$ cat src/rtl/color_pkg.sv
// Shared definitions for the colour sequencer: mode encodings, colour indices
// in RGB display switch order, and the manual-selection priority helper.
package color_pkg;

  localparam int NUM_COLORS = 8;
  localparam int IDX_W      = 3;

  typedef enum logic [1:0] {
    IDLE   = 2'b00,
    MANUAL = 2'b01,
    AUTO   = 2'b10
  } mode_t;

  localparam logic [IDX_W-1:0] BLACK   = 3'd0;
  localparam logic [IDX_W-1:0] BLUE    = 3'd1;
  localparam logic [IDX_W-1:0] GREEN   = 3'd2;
  localparam logic [IDX_W-1:0] CYAN    = 3'd3;
  localparam logic [IDX_W-1:0] RED     = 3'd4;
  localparam logic [IDX_W-1:0] MAGENTA = 3'd5;
  localparam logic [IDX_W-1:0] YELLOW  = 3'd6;
  localparam logic [IDX_W-1:0] WHITE   = 3'd7;

  // Lowest set switch wins; no switch set selects black.
  function automatic logic [IDX_W-1:0] lowest_set(input logic [NUM_COLORS-1:0] bits);
    lowest_set = BLACK;
    for (int i = NUM_COLORS - 1; i >= 0; i--) begin
      if (bits[i]) lowest_set = IDX_W'(i);
    end
  endfunction

endpackage

$ cat src/rtl/frame_edge_detect.sv
// Two-flop synchronizer for the VGA visible flag plus falling-edge detection.
// fall is the pre-register strobe; tick is its registered copy (the frame pulse).
module frame_edge_detect (
  input  logic clk,
  input  logic rst_n,
  input  logic level,
  output logic fall,
  output logic tick
);

  logic [1:0] sync_p0;
  logic       last_p1;

  always_ff @(posedge clk) begin
    if (!rst_n) begin
      sync_p0 <= '0;
      last_p1 <= 1'b0;
      tick    <= 1'b0;
    end else begin
      sync_p0 <= {sync_p0[0], level};
      last_p1 <= sync_p0[1];
      tick    <= fall;
    end
  end

  // last_p1 cleared in reset, so a fresh 1 -> 0 is needed after release
  assign fall = last_p1 & ~sync_p0[1];

endmodule

$ cat src/rtl/color_sequencer.sv
// Frame-synchronous colour selector: manual pick from switches or timed
// auto-cycle through all eight colours, updating only at frame boundaries.
module color_sequencer
  import color_pkg::*;
#(
  parameter int HOLD_FRAMES = 60
) (
  input  logic                  clk,
  input  logic                  rst_n,
  input  logic [NUM_COLORS-1:0] switch,
  input  logic                  auto_en,
  input  logic                  v_visable,
  output logic [NUM_COLORS-1:0] sel,
  output logic [IDX_W-1:0]      idx,
  output logic [1:0]            mode,
  output logic                  frame_tick
);

  localparam logic [7:0] HOLD_LAST = 8'(HOLD_FRAMES - 1);

  logic [NUM_COLORS-1:0] switch_p0, switch_p1;
  logic                  auto_p0, auto_p1;
  logic                  fall;
  logic [IDX_W-1:0]      manual_idx;
  mode_t                 state, state_n;
  logic [IDX_W-1:0]      idx_n;
  logic [7:0]            hold_cnt, hold_cnt_n;

  frame_edge_detect u_frame_edge (
    .clk   (clk),
    .rst_n (rst_n),
    .level (v_visable),
    .fall  (fall),
    .tick  (frame_tick)
  );

  assign manual_idx = lowest_set(switch_p1);

  // State register: synchronizers, FSM state and all registered outputs
  always_ff @(posedge clk) begin
    if (!rst_n) begin
      switch_p0 <= '0;
      switch_p1 <= '0;
      auto_p0   <= 1'b0;
      auto_p1   <= 1'b0;
      state     <= IDLE;
      idx       <= BLACK;
      hold_cnt  <= '0;
      sel       <= NUM_COLORS'(1);
    end else begin
      switch_p0 <= switch;
      switch_p1 <= switch_p0;
      auto_p0   <= auto_en;
      auto_p1   <= auto_p0;
      state     <= state_n;
      idx       <= idx_n;
      hold_cnt  <= hold_cnt_n;
      sel       <= NUM_COLORS'(1) << idx_n;
    end
  end

  // Next state: only a frame boundary may move the FSM
  always_comb begin
    state_n = state;
    if (fall) begin
      case (state)
        IDLE, MANUAL, AUTO: state_n = auto_p1 ? AUTO : MANUAL;
        default:            state_n = IDLE;
      endcase
    end
  end

  // Index and hold counter; a mode change takes priority over an auto advance
  always_comb begin
    idx_n      = idx;
    hold_cnt_n = hold_cnt;
    if (fall) begin
      if (state_n == MANUAL) begin
        idx_n      = manual_idx;
        hold_cnt_n = '0;
      end else if (state != AUTO) begin
        hold_cnt_n = '0;
      end else if (hold_cnt >= HOLD_LAST) begin
        idx_n      = (idx == WHITE) ? BLACK : idx + IDX_W'(1);
        hold_cnt_n = '0;
      end else begin
        hold_cnt_n = hold_cnt + 8'd1;
      end
    end
  end

  assign mode = state;

endmodule

$ cat config.mk
export PLATFORM = sky130hd
export DESIGN_NAME = color_sequencer
export DESIGN_NICKNAME = d
export VERILOG_FILES = /design/src/rtl/color_pkg.sv /design/src/rtl/frame_edge_detect.sv /design/src/rtl/color_sequencer.sv
export SDC_FILE = /design/constraint.sdc
export NUM_CORES = 1
export LEC_CHECK = 0
export CAP_MARGIN = 20
export CORE_UTILIZATION = 31
export DETAILED_ROUTE_END_ITERATION = 8
export HOLD_SLACK_MARGIN = 0.02
export SLEW_MARGIN = 40
export SYNTH_ARGS = -nofsm -noshare
export SYNTH_HDL_FRONTEND = slang
export SYNTH_SLANG_ARGS = --single-unit
$ cat constraint.sdc
create_clock -name clk -period 4.3 [get_ports clk]
set_input_delay 0.86 -clock clk [delete_from_list [all_inputs] [get_ports clk]]
set_output_delay 0.86 -clock clk [all_outputs]
set_load 0.005 [all_outputs]
==> results.sh, run 1 <==
export IMPL_cts_buffers=5
export IMPL_avgSynthCellArea_um2=10.3
export IMPL_dieArea_mm2=0.00569
export IMPL_h_tree_depth=2
export IMPL_synth_distinct_cells=46
export IMPL_crit_start="mode[0]"
export IMPL_cts_resized=0
export IMPL_crit_path_top_delay_cell="clkdlybuf4s50_1"
export IMPL_die_h_um=75.4
export IMPL_synth_edf_count=0
export IMPL_clk_latency_ps=290
export IMPL_timing_final_crit_share_pct=51.0
export IMPL_reg2reg_depth=6
export IMPL_crit_chain="clkdlybuf4s50_1"
export IMPL_drv_slew=0
export IMPL_cap_violations=0
export IMPL_row_count=26
export IMPL_yosys_warnings=0
export IMPL_ant_nets=0
export IMPL_grt_overflow=0
export IMPL_routed_wl_um=2850
export IMPL_syn_num_nets=178
export IMPL_rsz0062_at_grt="no"
export IMPL_grt_pass1_vias=1119
export IMPL_dp_hpwl_um=2020
export IMPL_cts_tree="done"
export IMPL_syn_inst=163
export IMPL_cts_root_buffer="clkbuf_8"
export IMPL_clock_path_buffers=2
export IMPL_numClockSinks=43
export IMPL_cp_end_kind="output pin"
export IMPL_cts_setup_buffers=0
export IMPL_max_freq_ghz=0.456
export IMPL_synth_mux_area_share_pct=1.50
export IMPL_hold_viol_final=0
export IMPL_crit_arrival_ps=1330
export IMPL_synth_top_family_by_area="simple AND/OR/NAND/NOR gates"
export IMPL_start_util_pct=32.5
export IMPL_path_delay_family="buffers and inverters"
export IMPL_critPathMaxStageDelay_ps=560
export IMPL_ys_seq_area_share_pct=51.5
export IMPL_drive_gt1_share_pct=11.1
export IMPL_tns_ps=0
export IMPL_grt_max_degree=28
export IMPL_fillers=536
export IMPL_critPathRequiredTime_ps=3440
export IMPL_drc=0
export IMPL_post_synth_fa_ha_maj_area_fraction_pct=2.25
export IMPL_cts_hold_fix_buffers=0
export IMPL_grt_pass1_wl_um=5110
export IMPL_track_usage_pct=12.1
export IMPL_first_pass_iters=4
export IMPL_antenna_found_initial=0
export IMPL_whs_endpoint="switch_p1[3]"
export IMPL_routed_via_density=4.57
export IMPL_tightest_slew_ps=653
export IMPL_clk_pin_slew_ps=80
export IMPL_critPathBufInv=1
export IMPL_power_leakage_nw=0.767
export IMPL_wire_per_inst_um=11.0
export IMPL_num_io_pins=26
export IMPL_status="completed"
export IMPL_ys_ff_latch=43
export IMPL_fin_skew_ps=7.58
export IMPL_synth_compound_area_share_pct=16.4
export IMPL_area_growth_pct=26.3
export IMPL_synth_xor_area_share_pct=0
export IMPL_p_total_mw=0.774
export IMPL_path_max_fanout=9
export IMPL_finalCoreUtilization_pct=41.1
export IMPL_crit_path_start_kind="flip-flop"
export IMPL_relSlewSlack_pct=56.5
export IMPL_holdPathStages=1
export IMPL_power_density_mw_per_mm2=366
export IMPL_core_mm2=0.00514
export IMPL_routabilityCongestion=0.753
export IMPL_die_w_um=75.4
export IMPL_fin_nets=204
export IMPL_vias=1187
export IMPL_ys_flop_type="dfxtp_1"
export IMPL_netlist_area_mm2=0.00167
export IMPL_rrSetupSlack_ps=2160
export IMPL_critical_path_class="flip-flop to output pin"
export IMPL_postSynth_asyncResetShare_pct=0
export IMPL_initialDrtViolationCount=59
export IMPL_fin_crit_ps=2190
export IMPL_antenna_cells=0
export IMPL_port_buffers=25
export IMPL_r2r_start="hold_cnt[0]"
export IMPL_hold_start="switch_p0[3]"
export IMPL_timing_final_setup_violations=0
export IMPL_worstReg2RegEnd="sel[3]"
export IMPL_ir_worst_vdd_mv=0.191
export IMPL_synth_simple_area_share_pct=25.7
export IMPL_hold_class="flip-flop to flip-flop"
-- how the worst max path moves through the flow --
stage / slack [ps] / to / cells after the start
final: 2110 / mode[0] / 1
after global routing: 2010 / sel[3] / 6
after detailed placement: 2120 / sel[6] / 3
after floorplan: 2460 / sel[3] / 6
after global placement: 2150 / hold_cnt[3] / 3
after CTS: 2090 / mode[0] / 1
-- registers in the layout, summed over array words and instances (netlist names) --
name,cells
u_frame_edge.sync_p0,2
switch_p1,8
u_frame_edge.last_p1,1
mode,2
hold_cnt,8
switch_p0,8
u_frame_edge.tick,1
idx,3
auto_p0,1
sel,8
auto_p1,1
-- layout by cell type, fill, tap and decap left out, types with 2 or more instances in the layout --
master and count:
and2_1 26, ha_1 3, a21boi_0 4, clkdlybuf4s50_1 25
nor4b_1 2, dfxtp_1 43, a21oi_1 3, clkbuf_8 6
o21ai_0 4, nor2_1 7, nor2b_1 5, nor4b_2 2
nor3_1 4, nand2_1 9, o211ai_1 2, nand2b_1 2
inv_1 4, and3_1 2, nand3_1 5, o31ai_1 2
a211oi_1 2
-- cells by family (layout without fill, tap and decap cells) --
kind of cell	after synthesis	count (layout)
and+or+nand+nor	72	72
DFF	43	43
AOI/OAI and AO/OA	32	32
buffers and inverters	11	38
adders and majority gates	3	3
muxes	2	2
-- synthesized netlist by cell type, types with 2 or more instances --
cell type,instances,area [um2]
a211oi_1,2,15.0
a21boi_0,4,30.0
a21oi_1,3,15.0
and2_1,26,163
and3_1,2,12.5
clkbuf_1,5,18.8
dfxtp_1,43,861
ha_1,3,37.5
inv_1,4,15.0
nand2_1,9,33.8
nand2b_1,2,12.5
nand3_1,5,25.0
nor2_1,7,26.3
nor2b_1,6,37.5
nor3_1,4,20.0
nor4b_1,2,17.5
nor4b_2,2,30.0
o211ai_1,2,15.0
o21ai_0,4,20.0
o31ai_1,2,15.0
-- final cells by class --
class,count,area [um2],area share (%)
clock buffer,6,82.6,3.91
clock inverter,2,38.8,1.84
inverter,4,15.0,0.711
multi-input combinational,109,769,36.4
sequential,43,861,40.8
tap,70,87.6,4.15
timing repair buffer,26,258,12.2
-- power by group --
group          internal, mW  switching (mW)
logic                0.0220          0.0143
clock network         0.191           0.134
registers             0.408         0.00489
-- per-layer routing --
layer,vias up,global-route usage (%),share of wire (%),wire (um)
met5,-,0,0,0
met4,0,5.56,1.9,55
met3,5,3.57,3.5,101
met2,26,18.5,46,1300
met1,532,15.7,49,1400
li1,624,-,-,-
-- metrics by stage --
step / std cells / setup WS [ps] / hold WS, ps / cell area (um2)
after global placement: 252 / 2150 / 417 / 1990
after CTS: 260 / 2090 / 441 / 2110
final: 260 / 2110 / 437 / 2110
after detailed placement: 252 / 2120 / 420 / 1990
after global routing: 260 / 2010 / 452 / 2110
after floorplan: 163 / 2460 / 412 / 1670
Power figures use the tool's default switching activity.
==> run 2, diff against run 1 <==
clock period = 1.78 ns   (was 4.3 ns; I/O delays follow)
==> run 2 against run 1 <==
Non-clock buffer count up 13. Global-route usage increased by 0.82 points. Wire length rose by 4.0%. Critical endpoint is now sel[2]. Clock skew shrank 0.64 ps. Clock power increased to 2.7 times the previous value.
==> results.sh, run 2 (same netlist as run 1, synthesis figures left out) <==
export IMPL_status="completed"
export IMPL_cap_violations=0
export IMPL_drv_slew=0
export IMPL_timing_final_crit_share_pct=98.4
export IMPL_drive_gt1_share_pct=20.2
export IMPL_cp_end_kind="flip-flop"
export IMPL_num_io_pins=26
export IMPL_r2r_start="hold_cnt[1]"
export IMPL_die_w_um=75.4
export IMPL_initialDrtViolationCount=54
export IMPL_pre_cts_slack_ps=9.27
export IMPL_fin_crit_ps=1750
export IMPL_routed_wl_um=2960
export IMPL_grt_overflow=0
export IMPL_ant_nets=0
export IMPL_critPathRequiredTime_ps=1990
export IMPL_rsz0062_at_grt="yes"
export IMPL_area_growth_pct=35.2
export IMPL_h_tree_depth=2
export IMPL_timing_final_setup_violations=0
export IMPL_clock_path_buffers=2
export IMPL_hold_class="flip-flop to flip-flop"
export IMPL_crit_arrival_ps=1960
export IMPL_worstReg2RegEnd="sel[2]"
export IMPL_routed_via_density=4.47
export IMPL_rrSetupSlack_ps=30
export IMPL_wire_per_inst_um=10.9
export IMPL_critPathMaxStageDelay_ps=370
export IMPL_final_cell_mix="dfxtp_1 (40), and2_1 (26), clkdlybuf4s50_1 (25)"
export IMPL_critical_path_class="flip-flop to flip-flop"
export IMPL_ir_worst_vdd_mv=0.421
export IMPL_relSlewSlack_pct=68.0
export IMPL_vias=1219
export IMPL_finalCoreUtilization_pct=44.0
export IMPL_first_pass_iters=4
export IMPL_dr_wl_met3_um=139
export IMPL_die_h_um=75.4
export IMPL_crit_start="hold_cnt[1]"
export IMPL_grt_pass1_vias=1156
export IMPL_crit_path_top_delay_cell="dfxtp_2"
export IMPL_multi_input_area_um2=802
export IMPL_clk_latency_ps=290
export IMPL_fin_skew_ps=6.94
export IMPL_dp_hpwl_um=2150
export IMPL_track_usage_pct=12.9
export IMPL_antenna_found_initial=0
export IMPL_layout_setup_ws_ps=27.6
export IMPL_path_delay_family="compound AO/OA/AOI/OAI gates"
export IMPL_crit_chain="ha_4 > o2111ai_4 > a21oi_2 > mux2_4 > a211o_4 > nor4b_2"
export IMPL_power_leakage_nw=0.836
export IMPL_critPathBufInv=0
export IMPL_routabilityCongestion=0.792
export IMPL_cp_num_cells=6
export IMPL_tns_ps=0
export IMPL_row_count=26
export IMPL_fin_nets=217
export IMPL_drt_met1_wl_um=1440
export IMPL_crit_path_start_kind="flip-flop"
export IMPL_top_layer_used="met4"
export IMPL_drc=0
export IMPL_cts_root_buffer="clkbuf_8"
export IMPL_antenna_cells=0
export IMPL_wl_met2_um=1310
export IMPL_clk_pin_slew_ps=80
export IMPL_path_max_fanout=5
export IMPL_seqCellArea_um2=867
export IMPL_grt_max_degree=32
export IMPL_core_mm2=0.00514
export IMPL_fillers=522
export IMPL_cts_tree="done"
export IMPL_dieArea_mm2=0.00569
export IMPL_tightest_slew_ps=474
export IMPL_max_freq_ghz=0.571
export IMPL_power_density_mw_per_mm2=866
export IMPL_start_util_pct=32.5
export IMPL_grt_pass1_wl_um=5350
export IMPL_port_buffers=25
export IMPL_final_common_cell="dfxtp_1"
export IMPL_crit_path_end="sel[2]"
export IMPL_reg2reg_depth=6
export IMPL_numClockSinks=43
export IMPL_cts_buffers=5
export IMPL_hold_viol_final=0
[run 2: changes by cell type in the layout (fill, tap and decap cells not counted), sizes merged]
| cell | previous run | this run |
|---|---|---|
| buf | 1 | 14 |
| bufinv | 1 | 2 |
| inv | 5 | 4 |
[run 2: metal layers]
| metal | up-vias | GRT usage (%) |
|---|---|---|
| li1 | 651 | - |
| met1 | 531 | 16.8 |
| met2 | 30 | 19.3 |
| met3 | 7 | 3.31 |
| met4 | 0 | 7.41 |
| met5 | - | 0 |
[run 2: power breakdown]
group          switching (mW)  total [mW]  leakage (nW)  internal [mW]
Combinational          0.0379      0.0953         0.418         0.0574
Clock                   0.306       0.866        0.0654          0.560
Sequential             0.0108       0.995         0.353          0.984
Total                   0.355        1.96         0.836           1.60
[run 2: final cells by class]
cell class / count / area share, %
timing repair buffer: 39 / 15.7
tap: 70 / 3.88
sequential: 43 / 38.4
clock inverter: 2 / 2.66
inverter: 4 / 0.664
clock buffer: 6 / 3.21
multi-input combinational: 109 / 35.5
[run 2: how the worst min path moves through the flow]
stage	from	end	depth (start not counted)
final	switch_p0[2]	switch_p1[2]	1
after global placement	switch_p0[5]	switch_p1[5]	1
after floorplan	auto_p0	auto_p1	1
after detailed placement	switch_p0[2]	switch_p1[2]	1
after global routing	switch_p0[3]	switch_p1[3]	1
after CTS	switch_p0[3]	switch_p1[3]	1
[run 2: timing repair]
action / 4_1_cts / 5_1_grt
setup endpoints to repair: 2 / 12
gates resized for setup: 1 / 6
setup buffers: 0 / 2
hold buffers: 0 / 0
pin swaps: 1 / 6
[run 2: worst reg2reg max path, stage by stage (launching register included)]
cell and delay (ps):
dfxtp_2 370, ha_4 150, o2111ai_4 130, a21oi_2 190, mux2_4 330, a211o_4 300
nor4b_2 200
[run 2: through the flow]
stage	hold WS [ps]	cells	power, mW	cell area [um2]
6_report	434	273	1.96	2260
5_1_grt	443	273	2.05	2260
4_1_cts	436	271	1.99	2230
3_5_place_dp	417	263	1.11	2090
3_3_place_gp	417	263	1.11	2090
2_1_floorplan	412	163	1.07	1690
==> run 3, diff against run 2 <==
CAP_MARGIN = default   (was 20)
CORE_UTILIZATION = 45   (was 31)
PLACE_DENSITY = 0.71   (was default)
==> run 3 against run 2 <==
The run now ends with setup timing left. Wire length increased by 6.3%. Utilization increased by 21 points. Fmax decreased by 2.8%. Clock skew decreased by 0.91 ps. Combinational power increased by 4.2%. Via count increased by 6.2%. First-iteration DRC count increased by 48%. Setup slack got worse by 50 ps. Worst hold slack improved by 4.3 ps. Final cell count decreased by 8.1%. Sequential cell count unchanged. Largest cell class unchanged. Highest routed layer unchanged.
==> results.sh, run 3 (same netlist as run 1, synthesis figures left out) <==
export IMPL_dp_hpwl_um=2210
export IMPL_p_total_mw=1.71
export IMPL_fillers=283
export IMPL_layout_setup_ws_ps=-22.8
export IMPL_core_mm2=0.00344
export IMPL_p_int_mw=1.33
export IMPL_fin_crit_ps=1800
export IMPL_timing_final_crit_share_pct=101
export IMPL_routabilityCongestion=0.882
export IMPL_hold_class="flip-flop to flip-flop"
export IMPL_clockPowerShare_pct=36.0
export IMPL_fin_nets=219
export IMPL_whs_endpoint="switch_p1[1]"
export IMPL_cts_tree="done"
export IMPL_power_leakage_nw=0.830
export IMPL_grt_max_degree=29
export IMPL_grt_overflow=0
export IMPL_routed_via_density=5.16
export IMPL_num_io_pins=26
export IMPL_track_usage_pct=17.4
export IMPL_holdPathStages=1
export IMPL_drive_gt1_share_pct=22.9
export IMPL_pwr_share_comb_pct=5.8
export IMPL_path_max_fanout=5
export IMPL_grt_pass1_vias=1241
export IMPL_rrSetupSlack_ps=-20
export IMPL_relSlewSlack_pct=64.7
export IMPL_vias=1294
export IMPL_pre_cts_slack_ps=-53.0
export IMPL_swShare_pct=22.7
export IMPL_routed_wl_um=3150
export IMPL_wire_per_inst_um=12.5
export IMPL_start_util_pct=48.6
export IMPL_crit_arrival_ps=2000
export IMPL_p_switching_mw=0.388
export IMPL_port_buffers=25
export IMPL_status="complete, but fails checks"
export IMPL_violations="setup timing"
export IMPL_initialDrtViolationCount=80
export IMPL_hold_viol_final=0
export IMPL_antenna_cells=0
export IMPL_final_common_cell="dfxtp_1"
export IMPL_rsz0062_at_grt="yes"
export IMPL_hold_start="switch_p0[1]"
export IMPL_drc=0
export IMPL_fin_skew_ps=6.03
export IMPL_seqPwrFrac_pct=58.2
export IMPL_numClockSinks=43
export IMPL_final_cell_mix="dfxtp_1 (40), and2_1 (26), clkdlybuf4s50_1 (25)"
export IMPL_ir_worst_vdd_mv=0.463
export IMPL_drv_slew=0
export IMPL_ant_nets=0
export IMPL_grt_pass1_wl_um=5380
export IMPL_max_freq_ghz=0.555
export IMPL_die_w_um=63.0
export IMPL_multi_input_area_um2=830
export IMPL_critical_path_class="flip-flop to flip-flop"
export IMPL_clk_pin_slew_ps=80
export IMPL_h_tree_depth=2
export IMPL_power_density_mw_per_mm2=769
export IMPL_cts_root_buffer="clkbuf_8"
export IMPL_die_h_um=63.0
export IMPL_cap_violations=0
export IMPL_critPathRequiredTime_ps=1980
export IMPL_antenna_found_initial=0
export IMPL_row_count=21
export IMPL_worstReg2RegEnd="sel[0]"
export IMPL_cts_buffers=5
export IMPL_tightest_slew_ps=528
export IMPL_clock_path_buffers=2
export IMPL_timing_final_setup_violations=3
export IMPL_first_pass_iters=4
export IMPL_seqCellArea_um2=865
export IMPL_whs_ps=438
export IMPL_r2r_start="hold_cnt[0]"
export IMPL_clk_latency_ps=290
export IMPL_dieArea_mm2=0.00396
export IMPL_cp_end_kind="flip-flop"
export IMPL_reg2reg_depth=6
export IMPL_crit_path_start_kind="flip-flop"
export IMPL_area_growth_pct=33.4
[run 3: cell count changes in the layout (fill, tap and decap cells not counted), sizes merged]
cell	change
bufinv	-2
clkinvlp	+2
clkbuf	-1
inv	+1
buf	+2
[run 3: layout make-up]
cell class,instances,share of cell area (%)
Sequential cell,43,38.8
Inverter,4,0.673
Tap cell,46,2.58
Clock inverter,3,1.07
Clock buffer,5,3.09
Multi-Input combinational cell,109,37.2
Timing Repair Buffer,41,16.6
[run 3: how the worst max path moves through the flow]
stage	to	cells after the start	start
floorplan	idx[0]	6	hold_cnt[1]
CTS	sel[2]	6	hold_cnt[0]
finish	sel[0]	6	hold_cnt[0]
global route	sel[2]	6	idx[0]
global placement	idx[0]	6	hold_cnt[1]
detailed placement	sel[2]	6	hold_cnt[1]
[run 3: power by group through the flow]
| stage | clock network, mW | registers [mW] | logic, mW |
|---|---|---|---|
| 6_report | 0.618 | 0.997 | 0.0993 |
| 5_1_grt | 0.679 | 1.00 | 0.109 |
| 4_1_cts | 0.633 | 0.997 | 0.0981 |
| 3_5_place_dp | 0 | 1.02 | 0.0965 |
| 3_3_place_gp | 0 | 1.02 | 0.0955 |
| 2_1_floorplan | 0 | 1.02 | 0.0519 |
[run 3: routing by layer]
layer	share of wire [%]	track usage (%)
met3	4.2	4.74
met5	0	0
met1	46	20.7
met4	1.6	6.98
met2	48	29.3
[run 3: per-stage QoR]
| step | std cells | util [%] | instance area, um2 | setup TNS [ps] |
|---|---|---|---|---|
| after detailed placement | 239 | 59.9 | 2060 | -57.7 |
| after floorplan | 163 | - | 1690 | 0 |
| after global placement | 239 | 59.9 | 2060 | 0 |
| after global routing | 251 | 64.8 | 2230 | -440 |
| final | 251 | 64.8 | 2230 | -42.5 |
| after CTS | 249 | 63.3 | 2180 | -7.94 |
[run 3: what timing repair did]
item	4_1_cts	5_1_grt
setup buffers	2	2
gates resized for setup	2	8
cloned	0	0
pin swaps	2	3
setup endpoints to repair	4	13
endpoints found under the hold margin	0	0
hold buffers	0	0
[run 3: critical path, stage by stage, from the launching register on]
cell and delay, ps:
dfxtp_2 360, ha_4 160, o2111ai_4 120, a21oi_2 200, mux2_4 330, a211o_4 310
o31ai_1 220
